File: config.mk
export PLATFORM = sky130hd
export DESIGN_NAME = spi_slave_regs_flat
export DESIGN_NICKNAME = d
export VERILOG_FILES = /design/src/rtl/spi_slave_regs_if.sv /design/src/rtl/spi_slave_regs.sv /design/src/flat_wrapper.sv
export SDC_FILE = /design/constraint.sdc
export NUM_CORES = 1
export LEC_CHECK = 0
export BUFFER_PORTS_ARGS = -buffer_cell sky130_fd_sc_hd__buf_2
export CORE_ASPECT_RATIO = 1.5
export CORE_UTILIZATION = 46
export CTS_CLUSTER_DIAMETER = 60
export DETAILED_ROUTE_END_ITERATION = 8
export SLEW_MARGIN = 20
export SYNTH_ARGS = -nofsm -noshare
export SYNTH_HDL_FRONTEND = slang
export SYNTH_SLANG_ARGS = --single-unit
File: constraint.sdc
create_clock -name clk_50m -period 3.8 [get_ports clk_50m]
set_clock_uncertainty 0.1 [all_clocks]
set_input_delay 0.19 -clock clk_50m [delete_from_list [all_inputs] [get_ports clk_50m]]
set_output_delay 0.19 -clock clk_50m [all_outputs]
set_load 0.1 [all_outputs]
File: src/rtl/spi_slave_regs_if.sv
// spi_slave_regs_if: SPI mode-0 pin bundle between an SPI host and the register-file target
interface spi_slave_regs_if;
  logic sclk;
  logic cs_n;
  logic mosi;
  logic miso;
  logic miso_oe;
  modport master (output sclk, cs_n, mosi, input miso, miso_oe);
  modport slave (input sclk, cs_n, mosi, output miso, miso_oe);
endinterface

File: src/rtl/spi_slave_regs.sv
// spi_slave_regs: SPI mode-0 target exposing a byte-wide register file, oversampled in the clk_50m domain
module spi_slave_regs #(
  parameter int REG_COUNT = 8,
  parameter int SYNC_STAGES = 2
) (
  input  logic             clk_50m,
  input  logic             reset,
  spi_slave_regs_if.slave  spi,
  input  logic [7:0]       status_in,
  output logic [5:0]       led,
  output logic             wr_strobe,
  output logic [6:0]       wr_addr,
  output logic [7:0]       wr_data
);
  typedef enum logic [1:0] {IDLE, CMD, WR, RD} state_e;
  state_e state_q;
  logic [SYNC_STAGES-1:0] sclk_sync_q, cs_sync_q, mosi_sync_q, fill_q;
  logic sclk_prev_q, rise_q, fall_q, armed_q;
  logic [2:0] bit_cnt_q;
  logic [6:0] shreg_q, addr_q, wr_addr_q;
  logic [7:0] rd_q, wr_data_q;
  logic miso_q, oe_q, strobe_q;
  logic [7:0] regs_q [REG_COUNT];
  logic sclk_s, cs_n_s, mosi_s, in_range;
  logic [7:0] shift_in, rd_val;
  logic [6:0] rd_addr;
  always_comb begin
    sclk_s = sclk_sync_q[SYNC_STAGES-1];
    cs_n_s = cs_sync_q[SYNC_STAGES-1];
    mosi_s = mosi_sync_q[SYNC_STAGES-1];
    shift_in = {shreg_q, mosi_s};
    rd_addr = state_q == CMD ? shift_in[6:0] : addr_q + 7'd1;
    rd_val = rd_addr == 7'h7F ? status_in : 8'h00;
    for (int i = 0; i < REG_COUNT; i++)
      if (rd_addr == 7'(i)) rd_val = regs_q[i];
    in_range = {1'b0, addr_q} < 8'(REG_COUNT);
  end
  // armed_q blocks decoding until cs_n has been seen high with a refilled synchroniser
  always_ff @(posedge clk_50m) begin
    if (reset) begin
      sclk_sync_q <= '0;
      cs_sync_q <= '1;
      mosi_sync_q <= '0;
      fill_q <= '0;
      sclk_prev_q <= 1'b0;
      rise_q <= 1'b0;
      fall_q <= 1'b0;
      armed_q <= 1'b0;
    end else begin
      sclk_sync_q <= {sclk_sync_q[SYNC_STAGES-2:0], spi.sclk};
      cs_sync_q <= {cs_sync_q[SYNC_STAGES-2:0], spi.cs_n};
      mosi_sync_q <= {mosi_sync_q[SYNC_STAGES-2:0], spi.mosi};
      fill_q <= {fill_q[SYNC_STAGES-2:0], 1'b1};
      sclk_prev_q <= sclk_s;
      rise_q <= sclk_s & ~sclk_prev_q;
      fall_q <= ~sclk_s & sclk_prev_q;
      armed_q <= armed_q | (cs_n_s & fill_q[SYNC_STAGES-1]);
    end
  end
  always_ff @(posedge clk_50m) begin
    if (reset) begin
      state_q <= IDLE;
      bit_cnt_q <= '0;
      shreg_q <= '0;
      addr_q <= '0;
      rd_q <= '0;
      miso_q <= 1'b0;
      oe_q <= 1'b0;
      strobe_q <= 1'b0;
      wr_addr_q <= '0;
      wr_data_q <= '0;
      for (int i = 0; i < REG_COUNT; i++) regs_q[i] <= '0;
    end else begin
      strobe_q <= 1'b0;
      if (cs_n_s) begin
        state_q <= IDLE;
        oe_q <= 1'b0;
        miso_q <= 1'b0;
      end else begin
        case (state_q)
          IDLE: if (armed_q) begin
            state_q <= CMD;
            bit_cnt_q <= '0;
            oe_q <= 1'b1;
            miso_q <= 1'b0;
          end
          CMD: if (rise_q) begin
            shreg_q <= shift_in[6:0];
            bit_cnt_q <= bit_cnt_q + 3'd1;
            if (&bit_cnt_q) begin
              addr_q <= shift_in[6:0];
              rd_q <= rd_val;
              state_q <= shift_in[7] ? RD : WR;
            end
          end
          WR: if (rise_q) begin
            shreg_q <= shift_in[6:0];
            bit_cnt_q <= bit_cnt_q + 3'd1;
            if (&bit_cnt_q) begin
              addr_q <= addr_q + 7'd1;
              if (in_range) begin
                strobe_q <= 1'b1;
                wr_addr_q <= addr_q;
                wr_data_q <= shift_in;
              end
              for (int i = 0; i < REG_COUNT; i++)
                if (addr_q == 7'(i)) regs_q[i] <= shift_in;
            end
          end
          RD: if (fall_q) begin
            miso_q <= rd_q[7];
            rd_q <= {rd_q[6:0], 1'b0};
          end else if (rise_q) begin
            bit_cnt_q <= bit_cnt_q + 3'd1;
            if (&bit_cnt_q) begin
              addr_q <= addr_q + 7'd1;
              rd_q <= rd_val;
            end
          end
          default: state_q <= IDLE;
        endcase
      end
    end
  end
  assign spi.miso = miso_q;
  assign spi.miso_oe = oe_q;
  assign led = regs_q[0][5:0];
  assign wr_strobe = strobe_q;
  assign wr_addr = wr_addr_q;
  assign wr_data = wr_data_q;
endmodule

File: src/flat_wrapper.sv
// flat-port wrapper written by rule: the top's interface ports become plain ports
module spi_slave_regs_flat 
#(
  parameter int REG_COUNT = 8,
  parameter int SYNC_STAGES = 2
)
  (clk_50m, reset, status_in, led, wr_strobe, wr_addr, wr_data, spi_sclk, spi_cs_n, spi_mosi, spi_miso, spi_miso_oe);
  spi_slave_regs_if spi_i ();
  input  logic clk_50m;
  input  logic reset;
  input  logic [7:0] status_in;
  output logic [5:0] led;
  output logic wr_strobe;
  output logic [6:0] wr_addr;
  output logic [7:0] wr_data;
  input wire logic [$bits(spi_i.sclk)-1:0] spi_sclk;
  input wire logic [$bits(spi_i.cs_n)-1:0] spi_cs_n;
  input wire logic [$bits(spi_i.mosi)-1:0] spi_mosi;
  output wire logic [$bits(spi_i.miso)-1:0] spi_miso;
  output wire logic [$bits(spi_i.miso_oe)-1:0] spi_miso_oe;
  assign spi_i.sclk = spi_sclk;
  assign spi_i.cs_n = spi_cs_n;
  assign spi_i.mosi = spi_mosi;
  assign spi_miso = spi_i.miso;
  assign spi_miso_oe = spi_i.miso_oe;
  spi_slave_regs #(.REG_COUNT(REG_COUNT), .SYNC_STAGES(SYNC_STAGES)) u_core (.clk_50m(clk_50m), .reset(reset), .spi(spi_i), .status_in(status_in), .led(led), .wr_strobe(wr_strobe), .wr_addr(wr_addr), .wr_data(wr_data));
endmodule
Yosys cells after proc, flatten, opt, wreduce, memory -nomap -nowiden:

Memories as Yosys holds them, arrays and structs flattened.
Cells that the tools add are included.
Widths: inputs -> output; s select.

* flip-flop bits (word level): 57
* bits in writable memories: 64
* input bits: 13
* output and inout port bits: 24
* logic and storage cells: 183
* memories: 1

Memories
* u_core.regs_q: words 8, width 8, rd ports 8, clocked after memory_dff 0, wr ports 8, line spi_slave_regs.sv:23 `logic [7:0] regs_q [REG_COUNT];`

* $add $sub $neg: 2
* order comparisons: 1
* equal/unequal tests: 23
* multiplexer cells: 100
* bitwise operators: 18
* reductions and logical operators: 19

Operator list (count)
* $mux 8: 20
* $mux 1: 63
* $eq 7x3->1 const B: 8
* $mux 7: 6
* $eq 7x2->1 const B: 4
* $pmux 7 s3: 1
* $pmux 8 s2: 1
* $eq 7x1->1 const B: 2
* $logic_not 7->1: 2
* $reduce_and 3->1: 4
* $mux 3: 3
* $or 1x1->1: 9
* $pmux 3 s3: 1
* $add 7x1->7 const B: 1
* $eq 7x7->1 const B: 1
* $lt 7x4->1 const B: 1
* $reduce_and 7->1: 1
* $mux 2: 3
* $ne 2x1->1 const B: 3
* $not 1->1: 6
* $reduce_bool 2->1: 3
* $reduce_and 5->1: 1
* $reduce_or 5->1: 1
* $eq 2x2->1 const B: 2
* other kinds (11): 16

Longest topological paths before layout:

Gate-level depths: netlist of run 1.

* word-level depth: 16
* depth in mapped cells: 12

Worst setup path after synthesis of run 1:

Ideal clock, no wire load.

* path kind: flip-flop to flip-flop
* from: register u_core.addr_q[0]
* to: register u_core.rd_q[4]
* setup time: 0.088 ns
* data arrival time: 2.897 ns
* data required time: 3.612 ns
* slack: 0.715 ns
* cell stages (with the launch flop): 12
* period minus slack after synthesis: 3.085 ns
* cells stage by stage: dfxtp_1 -> clkbuf_1 -> inv_1 -> ha_1 -> clkbuf_1 -> nand2b_1 -> o21ai_1 -> nand2_1 -> a211oi_4 -> a22oi_2 -> or3_1 -> a311oi_2

* longest elaborated chain between the ends: 16
* elaborated cells on any way between the ends: 24

Ends and longest elaborated chain
* start: declaration: line spi_slave_regs.sv:20 `logic [6:0] shreg_q, addr_q, wr_addr_q;`
* start signal: assignment: line spi_slave_regs.sv:91 `addr_q <= shift_in[6:0];`
* start signal: assignment: line spi_slave_regs.sv:100 `addr_q <= addr_q + 7'd1;`
* start signal: assignment: line spi_slave_regs.sv:116 `addr_q <= addr_q + 7'd1;`
* $add 7x1->7 (*): line spi_slave_regs.sv:32 `rd_addr = state_q == CMD ? shift_in[6:0] : addr_q + 7'd1;`
* $mux 7 (*): line spi_slave_regs.sv:32
* $eq 7x7->1: line spi_slave_regs.sv:33 `rd_val = rd_addr == 7'h7F ? status_in : 8'h00;`
* $mux 8: line spi_slave_regs.sv:33
* $mux 8 (7 in a row): line spi_slave_regs.sv:35 `if (rd_addr == 7'(i)) rd_val = regs_q[i];`
* $mux 8 (*): line spi_slave_regs.sv:35
* $mux 8 (*): line spi_slave_regs.sv:90, spi_slave_regs.sv:115
* $mux 8 (*): line spi_slave_regs.sv:87 `CMD: if (rise_q) begin`
* $mux 8: line spi_slave_regs.sv:110 `RD: if (fall_q) begin`
* $pmux 8 s2 (*): line spi_slave_regs.sv:80 `case (state_q)`
* end signal: assignment: line spi_slave_regs.sv:92 `rd_q <= rd_val;`
* end signal: assignment: line spi_slave_regs.sv:112 `rd_q <= {rd_q[6:0], 1'b0};`
* end signal: assignment: line spi_slave_regs.sv:117 `rd_q <= rd_val;`
* end: declaration: line spi_slave_regs.sv:21 `logic [7:0] rd_q, wr_data_q;`

Mark *: on every way between the ends. The rest lies on a longest branch, timed or not.
A chain may end at the register's enable or synchronous reset.

Worst setup path after layout of run 1:

Ends and elaborated chain as after synthesis.

==> impl_results.md, run 1 <==
* Outcome: finished, final reports clean
* DP Wirelength at 11700 µm
* Fmax at 296 MHz
* Clock slew at reported path FFs at 0.06 ns
* RSZ-0062 raised after global routing: no
* GRT Util Overall at 0.263
* Min-Delay Path Depth at 4
* R2r startpoint: u_core.addr_q[0]
* Crit path time final at 3.38 ns
* Initial antenna violation count at 0
* Crit end category: register
* Top cells by area, synth: edfxtp_1 33%, dfxtp_1 20%, nor2_1 6.3%, mux2i_1 3.5%, a21oi_1 2.9%
* Max Cap Viol at 0
* ANT nets after route at 0
* Synth Cell Area at 5750 µm²
* Setup violations, final at 0
* Routed WL per cell at 20.9 µm
* Sink Count at 121
* Die width at 93.3 µm
* Clock insertion delay at the later pin of the skew report at 0.41 ns
* Root Driver: clkbuf_16
* Top cell type's share of synthesized area at 0.334
* Synth Flop Type: edfxtp_1
* Area growth syn-to-layout at 15.6%
* Cell Chain, Critical Path: ha_1, xor2_1, o21a_1, nand2_1, a211oi_4, a22oi_2, or3_1, a311oi_2
* # IOs at 37
* Slew Limit Fails at 0
* I/O Buffers at 36
* Hold path start: status_in[2]
* Master of the slowest instance on the critical path: dfxtp_1
* Avg Cell Area, Syn at 9.93 µm²
* Worst path required time at 4.03 ns
* Buf/Inv on CP at 0
* Vias in the first global route at 4581
* Worst path depth at 8
* Worst setup SP type: register
* Vias at 4745
* Rows at 49
* Kind of critical path: register to register
* CTS tree: built
* Warnings, synthesis at 0
* Pleak at 2.41 nW
* Hold Fails Final Rpt at 0
* First-pass GRT wire length at 25400 µm
* Crit share post-route at 0.890
* Core ar. at 12100 µm²
* Relative slew slack at 0.377
* Seq/Total Area, Yosys at 0.533
* Finished Layout Cells at 778
* Die footprint at 13000 µm²
* Worst-case clock buffer depth at 2
* Hold Path End: u_core.rd_q[2]
* Drt drc at 0
* Pin count of the biggest net entering global routing at 54
* Antenna cells at 0
* Least-Margin Pin Slew at 0.931 ns
* Hold Path Class: primary input to register
* DR iter-0 viols at 406
* Syn_nets at 602
* Placed cell count at 743
* GP Congestion at 1.03
* H-tree Lvls at 4
* #FFs+latches synth at 121
* Synth cell count leaders: 97 x nor2_1, 64 x edfxtp_1, 57 x dfxtp_1, 35 x nand2_1, 33 x a21oi_1
* Most frequent cell after synthesis: nor2_1
* Die Y at 139 µm
* DRT Pass-1 Iters at 5
* Setup tns final at 0 ns
* CTS resizes at 0
* Vias per inst at 6.10
* Residual overflow from global routing at 0
* Endpoint of the lowest-slack register-to-register path: u_core.rd_q[4]
* Total wire length at 16300 µm
* CP arrival at 3.61 ns
* Distinct cells, synth at 64
* CP delay by family, top: compound AO/OA/AOI/OAI gates
* Reg-to-reg setup timing slack at 0.42 ns
* Initial Utilization at 0.476
* Crit path largest cell delay at 0.64 ns
* Final-stage net count at 635
* Cell taking the most area after synthesis: edfxtp_1
* Post-synth EDFFs at 64
* PD cells at 467 nW/µm²
* Max IR drop VDD at 0.000369 V
* Share of layout cells above drive strength 1 at 0.138
* Ys async rst share at 0
* Crit-path max FO at 15
* CTS Buf Count at 17
* Syn Inst Count at 579
* Reg2Reg Depth at 8
[through the flow]
step                hold slack (ns)  utilization  setup slack (ns)  cell area (µm²)  power [W]
finish                        0.123        0.550             0.418             6640    0.00310
floorplan                     0.194            -             0.715             5750    0.00151
global route                  0.137        0.550             0.233             6640    0.00318
global placement              0.272        0.500             0.645             6040    0.00154
detailed placement            0.278        0.500             0.495             6040    0.00154
CTS                          0.0962        0.550             0.475             6640    0.00312
[registers in the layout, indices dropped and copies added (netlist names), 2 cells and up]
| name | count |
|---|---|
| u_core.regs_q | 64 |
| u_core.rd_q | 8 |
| u_core.bit_cnt_q | 3 |
| u_core.state_q | 2 |
| u_core.mosi_sync_q | 2 |
| u_core.addr_q | 7 |
| u_core.wr_addr | 7 |
| u_core.cs_sync_q | 2 |
| u_core.fill_q | 2 |
| u_core.wr_data | 8 |
| u_core.shreg_q | 7 |
| u_core.sclk_sync_q | 2 |
[cell families (layout without fill, tap and decap cells)]
kind of cell | count (synthesis) | in the layout | synth area share
flops | 121 | 121 | 0.533
simple gates | 220 | 220 | 0.180
fa+ha+maj | 10 | 10 | 0.0218
buf+inv | 52 | 98 | 0.0394
mux | 21 | 21 | 0.0368
compound gates | 154 | 154 | 0.188
xor+xnor | 1 | 1 | 0.00152
[per-layer routing]
metal | vias to the layer above | global-route usage | wire length [µm]
met5 | - | 0 | 0
met2 | 184 | 0.445 | 8410
met3 | 40 | 0.0515 | 755
met4 | 0 | 0.133 | 646
li1 | 2203 | - | -
met1 | 2318 | 0.313 | 6440
[placed cells by master, fill, tap and decap left out, types with 5 or more instances in the layout]
master	count
buf_4	11
ha_1	10
nor2b_1	11
o21a_1	7
nand3_1	17
o21ai_0	20
o21ai_1	8
nand2_1	35
inv_1	14
and2_1	10
o2bb2ai_1	7
nand2b_1	6
buf_2	36
nor3_1	13
or3_1	10
clkbuf_16	17
a22oi_1	11
o22ai_1	8
dfxtp_1	57
nor2_1	97
edfxtp_1	64
a21oi_1	33
o32ai_1	5
mux2i_1	20
a211oi_1	5
[layout make-up]
| class | count | area (µm²) |
|---|---|---|
| multi-input combinational | 406 | 2460 |
| clock inverter | 15 | 151 |
| tap | 153 | 191 |
| inverter | 16 | 60.1 |
| sequential | 121 | 3060 |
| clock buffer | 17 | 425 |
| timing repair buffer | 50 | 293 |
| fill | 1057 | 5430 |
[power by group]
part / total [W] / switching, W / leakage [nW] / internal, W
registers: 0.00142 / 0.0000158 / 1.12 / 0.00140
clock network: 0.00158 / 0.000619 / 0.271 / 0.000963
logic: 0.000100 / 0.0000718 / 1.02 / 0.0000282
[worst min-delay path: cells and delay by family]
family / cells / cell delay (ns)
AO/OA/AOI/OAI: 3 / 0.32
buffers and inverters: 1 / 0.09
[worst max path at each step]
stage	startpoint	end	slack (ns)
6_report	u_core.addr_q[0]	u_core.rd_q[4]	0.42
5_1_grt	u_core.addr_q[0]	u_core.rd_q[4]	0.23
4_1_cts	u_core.addr_q[0]	u_core.rd_q[4]	0.48
3_5_place_dp	u_core.addr_q[0]	u_core.rd_q[4]	0.50
3_3_place_gp	u_core.addr_q[0]	u_core.rd_q[4]	0.65
2_1_floorplan	u_core.addr_q[0]	u_core.rd_q[4]	0.71
[repair_timing]
item	in CTS	in global routing
hold buffers	3	0
setup buffers	0	0
hold endpoints to repair	3	0
Note: power is estimated with default switching activity, not from simulation.
==> run 2, diff against run 1 <==
- CELL_PAD_IN_SITES_DETAIL_PLACEMENT: unset -> 0
- CELL_PAD_IN_SITES_GLOBAL_PLACEMENT: unset -> 1
- PLACE_DENSITY_LB_ADDON: unset -> 0.1
==> impl_results.md, run 2 (synthesis results as in run 1) <==
* Outcome: finished, final reports clean
* Pleak at 2.44 nW
* Max IR drop VDD at 0.000318 V
* Routed WL per cell at 21.1 µm
* Setup violations, final at 0
* DRT Pass-1 Iters at 5
* Comb power frac at 0.033
* GRT Util Overall at 0.273
* Worst-case clock buffer depth at 2
* Total wire length at 16600 µm
* Switching pwr at 0.000686 W
* Reg power frac at 0.470
* DP Worst Slack at 0.773 ns
* RSZ-0062 raised after global routing: no
* Crit-path max FO at 9
* First-pass GRT wire length at 25800 µm
* Antenna cells at 0
* Setup tns final at 0 ns
* Relative slew slack at 0.380
* Area growth syn-to-layout at 16.2%
* DR iter-0 viols at 281
* Clock slew at reported path FFs at 0.06 ns
* Slew Limit Fails at 0
* Setup ws final at 0.685 ns
* Cell internal pwr at 0.00233 W
* Biggest register: u_core.regs_q
* CP arrival at 3.36 ns
* Clock power share at 0.497
* Sw frac at 0.228
* Largest register FFs at 64
* CTS Buf Count at 17
* Hold-fix buffers at CTS at 3
* Max Cap Viol at 0
* DP Wirelength at 12100 µm
* Setup bufs post-CTS at 0
* Fmax at 321 MHz
* ANT nets after route at 0
* GP Congestion at 1.01
* CTS resizes at 0
* Crit share post-route at 0.820
* Least-Margin Pin Slew at 0.927 ns
* CTS tree: built
* Commonest non-fill, non-tap cells in the layout: 97 x nor2_1, 64 x edfxtp_1, 57 x dfxtp_1, 36 x buf_2, 35 x nand2_1
* Drt drc at 0
* PD cells at 451 nW/µm²
* Reg-to-reg setup timing slack at 0.69 ns
* Worst path required time at 4.04 ns
* Vias at 4706
* Die Y at 139 µm
* H-tree Lvls at 4
* Rows at 49
* # IOs at 37
* Root Driver: clkbuf_16
* Die footprint at 13000 µm²
* Kind of critical path: register to register
* Crit end category: register
* Initial antenna violation count at 0
* Sink Count at 121
* Commonest non-fill, non-tap cell in the layout: nor2_1
* Die width at 93.3 µm
* I/O Buffers at 36
* Initial Utilization at 0.476
* Crit path time final at 3.11 ns
* Clock insertion delay at the later pin of the skew report at 0.41 ns
* Worst setup SP type: register
* Pin count of the biggest net entering global routing at 54
* Residual overflow from global routing at 0
* Hold Path Class: primary input to register
* Share of layout cells above drive strength 1 at 0.148
* Core ar. at 12100 µm²
* Final-stage net count at 643
* Vias per inst at 5.99
* Hold Fails Final Rpt at 0
* Vias in the first global route at 4640
-- run 2: cell count changes in the layout (fill, tap and decap cells not counted), sizes merged --
| cell | previous run | this run |
|---|---|---|
| clkinv | 9 | 10 |
| clkinvlp | 4 | 3 |
| buf | 47 | 55 |
| bufinv | 2 | 1 |
| inv | 16 | 17 |
-- run 2: worst max-delay path, cell delays in order (launching register included) --
cell and delay [ns]:
dfxtp_1 0.44, ha_1 0.40, nand2_1 0.11, or3_1 0.36
and4_1 0.25, o21a_1 0.30, a311oi_1 0.51, o2111ai_1 0.38
o21ai_1 0.21
-- run 2: area by class of cell --
cell class,count,area (µm²)
tap,153,191
clock buffer,17,425
clock inverter,15,128
fill,1109,5400
multi-input combinational,406,2460
timing repair buffer,58,353
sequential,121,3060
inverter,16,60.1
-- run 2: metrics by stage --
| step | utilization | instance area, µm² | hold WS [ns] | cells | power [W] |
|---|---|---|---|---|---|
| floorplan | - | 5750 | 0.194 | 579 | 0.00151 |
| global placement | 0.505 | 6100 | 0.277 | 751 | 0.00154 |
| detailed placement | 0.505 | 6100 | 0.278 | 751 | 0.00154 |
| CTS | 0.553 | 6680 | 0.0629 | 786 | 0.00304 |
| global route | 0.553 | 6680 | 0.0832 | 786 | 0.00311 |
| finish | 0.553 | 6680 | 0.0821 | 786 | 0.00301 |
-- run 2: path summary, 6_finish.rpt --
path,start,end,cells after the start
setup / recovery,u_core.addr_q[1],u_core.rd_q[3],8
hold / removal,status_in[3],u_core.rd_q[3],4
setup reg to reg,u_core.addr_q[1],u_core.rd_q[3],8
hold reg to reg,u_core.cs_sync_q[0],u_core.cs_sync_q[1],1
-- run 2: metal layers --
layer | up-vias | GRT usage | routed length, µm | part of all wire
li1 | 2216 | - | - | -
met1 | 2297 | 0.314 | 6510 | 0.39
met2 | 148 | 0.455 | 8380 | 0.51
met3 | 45 | 0.0603 | 718 | 0.043
met4 | 0 | 0.171 | 945 | 0.057
met5 | - | 0 | 0 | 0
-- run 2: power groups by stage --
stage	combinational, W	sequential [W]	clock, W
after floorplan	0.0000729	0.00144	0
after global placement	0.0000959	0.00144	0
after detailed placement	0.0000966	0.00144	0
after CTS	0.0000994	0.00142	0.00152
after global routing	0.000107	0.00142	0.00158
final	0.0000990	0.00142	0.00150
==> run 3, diff against run 2 <==
- CORE_UTILIZATION: 46 -> 43
- clock period: 3.8 -> 2.7 ns (I/O delays scaled with it)
==> impl_results.md, run 3 (synthesis results as in run 1) <==
* Area growth syn-to-layout at 25.8%
* CTS Buf Count at 17
* Rows at 51
* H-tree Lvls at 4
* CTS tree: built
* Worst setup SP type: register
* Final-stage net count at 697
* PD cells at 613 nW/µm²
* First-pass GRT wire length at 26100 µm
* Crit-path max FO at 6
* Residual overflow from global routing at 0
* Drt drc at 0
* Max Cap Viol at 0
* Vias at 4855
* DP Wirelength at 13000 µm
* Outcome: finished, final reports clean
* CP arrival at 2.84 ns
* Placed cell count at 808
* Initial antenna violation count at 0
* Clock insertion delay at the later pin of the skew report at 0.42 ns
* Crit share post-route at 0.970
* Die width at 96.4 µm
* Setup tns final at 0 ns
* Pleak at 2.73 nW
* RSZ-0062 raised after global routing: no
* GRT Util Overall at 0.265
* Commonest non-fill, non-tap cells in the layout: 97 x nor2_1, 70 x buf_4, 64 x edfxtp_1, 54 x dfxtp_1, 36 x buf_2
* Relative slew slack at 0.560
* Fill count at 1211
* # IOs at 37
* DR iter-0 viols at 235
* Sink Count at 121
* Final hold slack at 0.135 ns
* Total power at 0.00443 W
* GP Congestion at 0.967
* Routed WL per cell at 20.4 µm
* ANT nets after route at 0
* Fmax at 382 MHz
* Pin count of the biggest net entering global routing at 47
* Setup violations, final at 0
* Finished Layout Cells at 846
* Crit end category: register
* Kind of critical path: register to register
* Slew Limit Fails at 0
* Biggest register: u_core.regs_q
* Worst path required time at 2.92 ns
* Root Driver: clkbuf_16
* Vias in the first global route at 4887
* Core ar. at 13000 µm²
* Die Y at 144 µm
* Die footprint at 13800 µm²
* Max IR drop VDD at 0.000473 V
* Vias per inst at 5.74
* Crit path time final at 2.62 ns
* Fin area at 7230 µm²
* Commonest non-fill, non-tap cell in the layout: nor2_1
* Share of layout cells above drive strength 1 at 0.234
* Dpl cell area at 6500 µm²
* DRT Pass-1 Iters at 5
* Hold Fails Final Rpt at 0
* Hold Path Class: primary input to register
* Clock slew at reported path FFs at 0.05 ns
* Antenna cells at 0
* Largest register FFs at 64
* I/O Buffers at 36
* Initial Utilization at 0.442
* Worst-case clock buffer depth at 2
* Total wire length at 17200 µm
* Least-Margin Pin Slew at 0.656 ns
==> run 3: changes by cell type in the layout (fill, tap and decap cells not counted), sizes merged <==
cell and change:
dlygate4sd3 +1, clkinv -5, clkinvlp +2, inv -2, clkbuf +3, bufinv +2
buf +53
==> run 3: final timing paths <==
check	from	to	slack [ns]	cells after the start
setup / recovery	u_core.addr_q[0]	u_core.rd_q[4]	0.08	9
hold / removal	status_in[4]	u_core.rd_q[4]	0.14	4
setup reg to reg	u_core.addr_q[0]	u_core.rd_q[4]	0.08	9
hold reg to reg	u_core.cs_sync_q[0]	u_core.cs_sync_q[1]	0.31	1
==> run 3: report_power, final <==
group | total [W] | switching [W] | internal [W]
Sequential | 0.00199 | 0.0000187 | 0.00197
Clock | 0.00228 | 0.000831 | 0.00145
Combinational | 0.000164 | 0.000112 | 0.0000522
==> run 3: what timing repair did <==
item                                    4_1_cts  5_1_grt
pin swaps                                     2        3
hold buffers                                  4        0
buffers inserted                              2        0
hold endpoints to repair                      6        0
gates resized for setup                       4       20
endpoints found under the setup margin        5       16
==> run 3: worst max-delay path, stage by stage (launching register included) <==
cell	delay, ns
dfxtp_4	0.39
ha_4	0.16
nand2_2	0.05
or3_1	0.33
a221o_1	0.40
a211oi_4	0.31
buf_4	0.17
a22oi_2	0.04
or3_4	0.37
a311oi_2	0.20
==> run 3: per-stage QoR <==
stage	util	setup slack, ns
finish	0.555	0.0817
floorplan	-	0.00278
CTS	0.550	0.0130
global placement	0.500	-0.159
global route	0.555	0.000840
detailed placement	0.500	-0.227
==> run 3: cell type report <==
cell class,instances,area (µm²),area share
inverter,16,60.1,0.00831
clock buffer,20,437,0.0604
clock inverter,12,150,0.0208
tap,159,199,0.0275
sequential,121,3070,0.424
multi-input combinational,406,2550,0.352
timing repair buffer,112,768,0.106
==> run 3: metal layers <==
metal	wire, µm	track usage
met1	6710	0.285
met2	9120	0.476
met5	0	0
met3	469	0.0397
met4	941	0.165
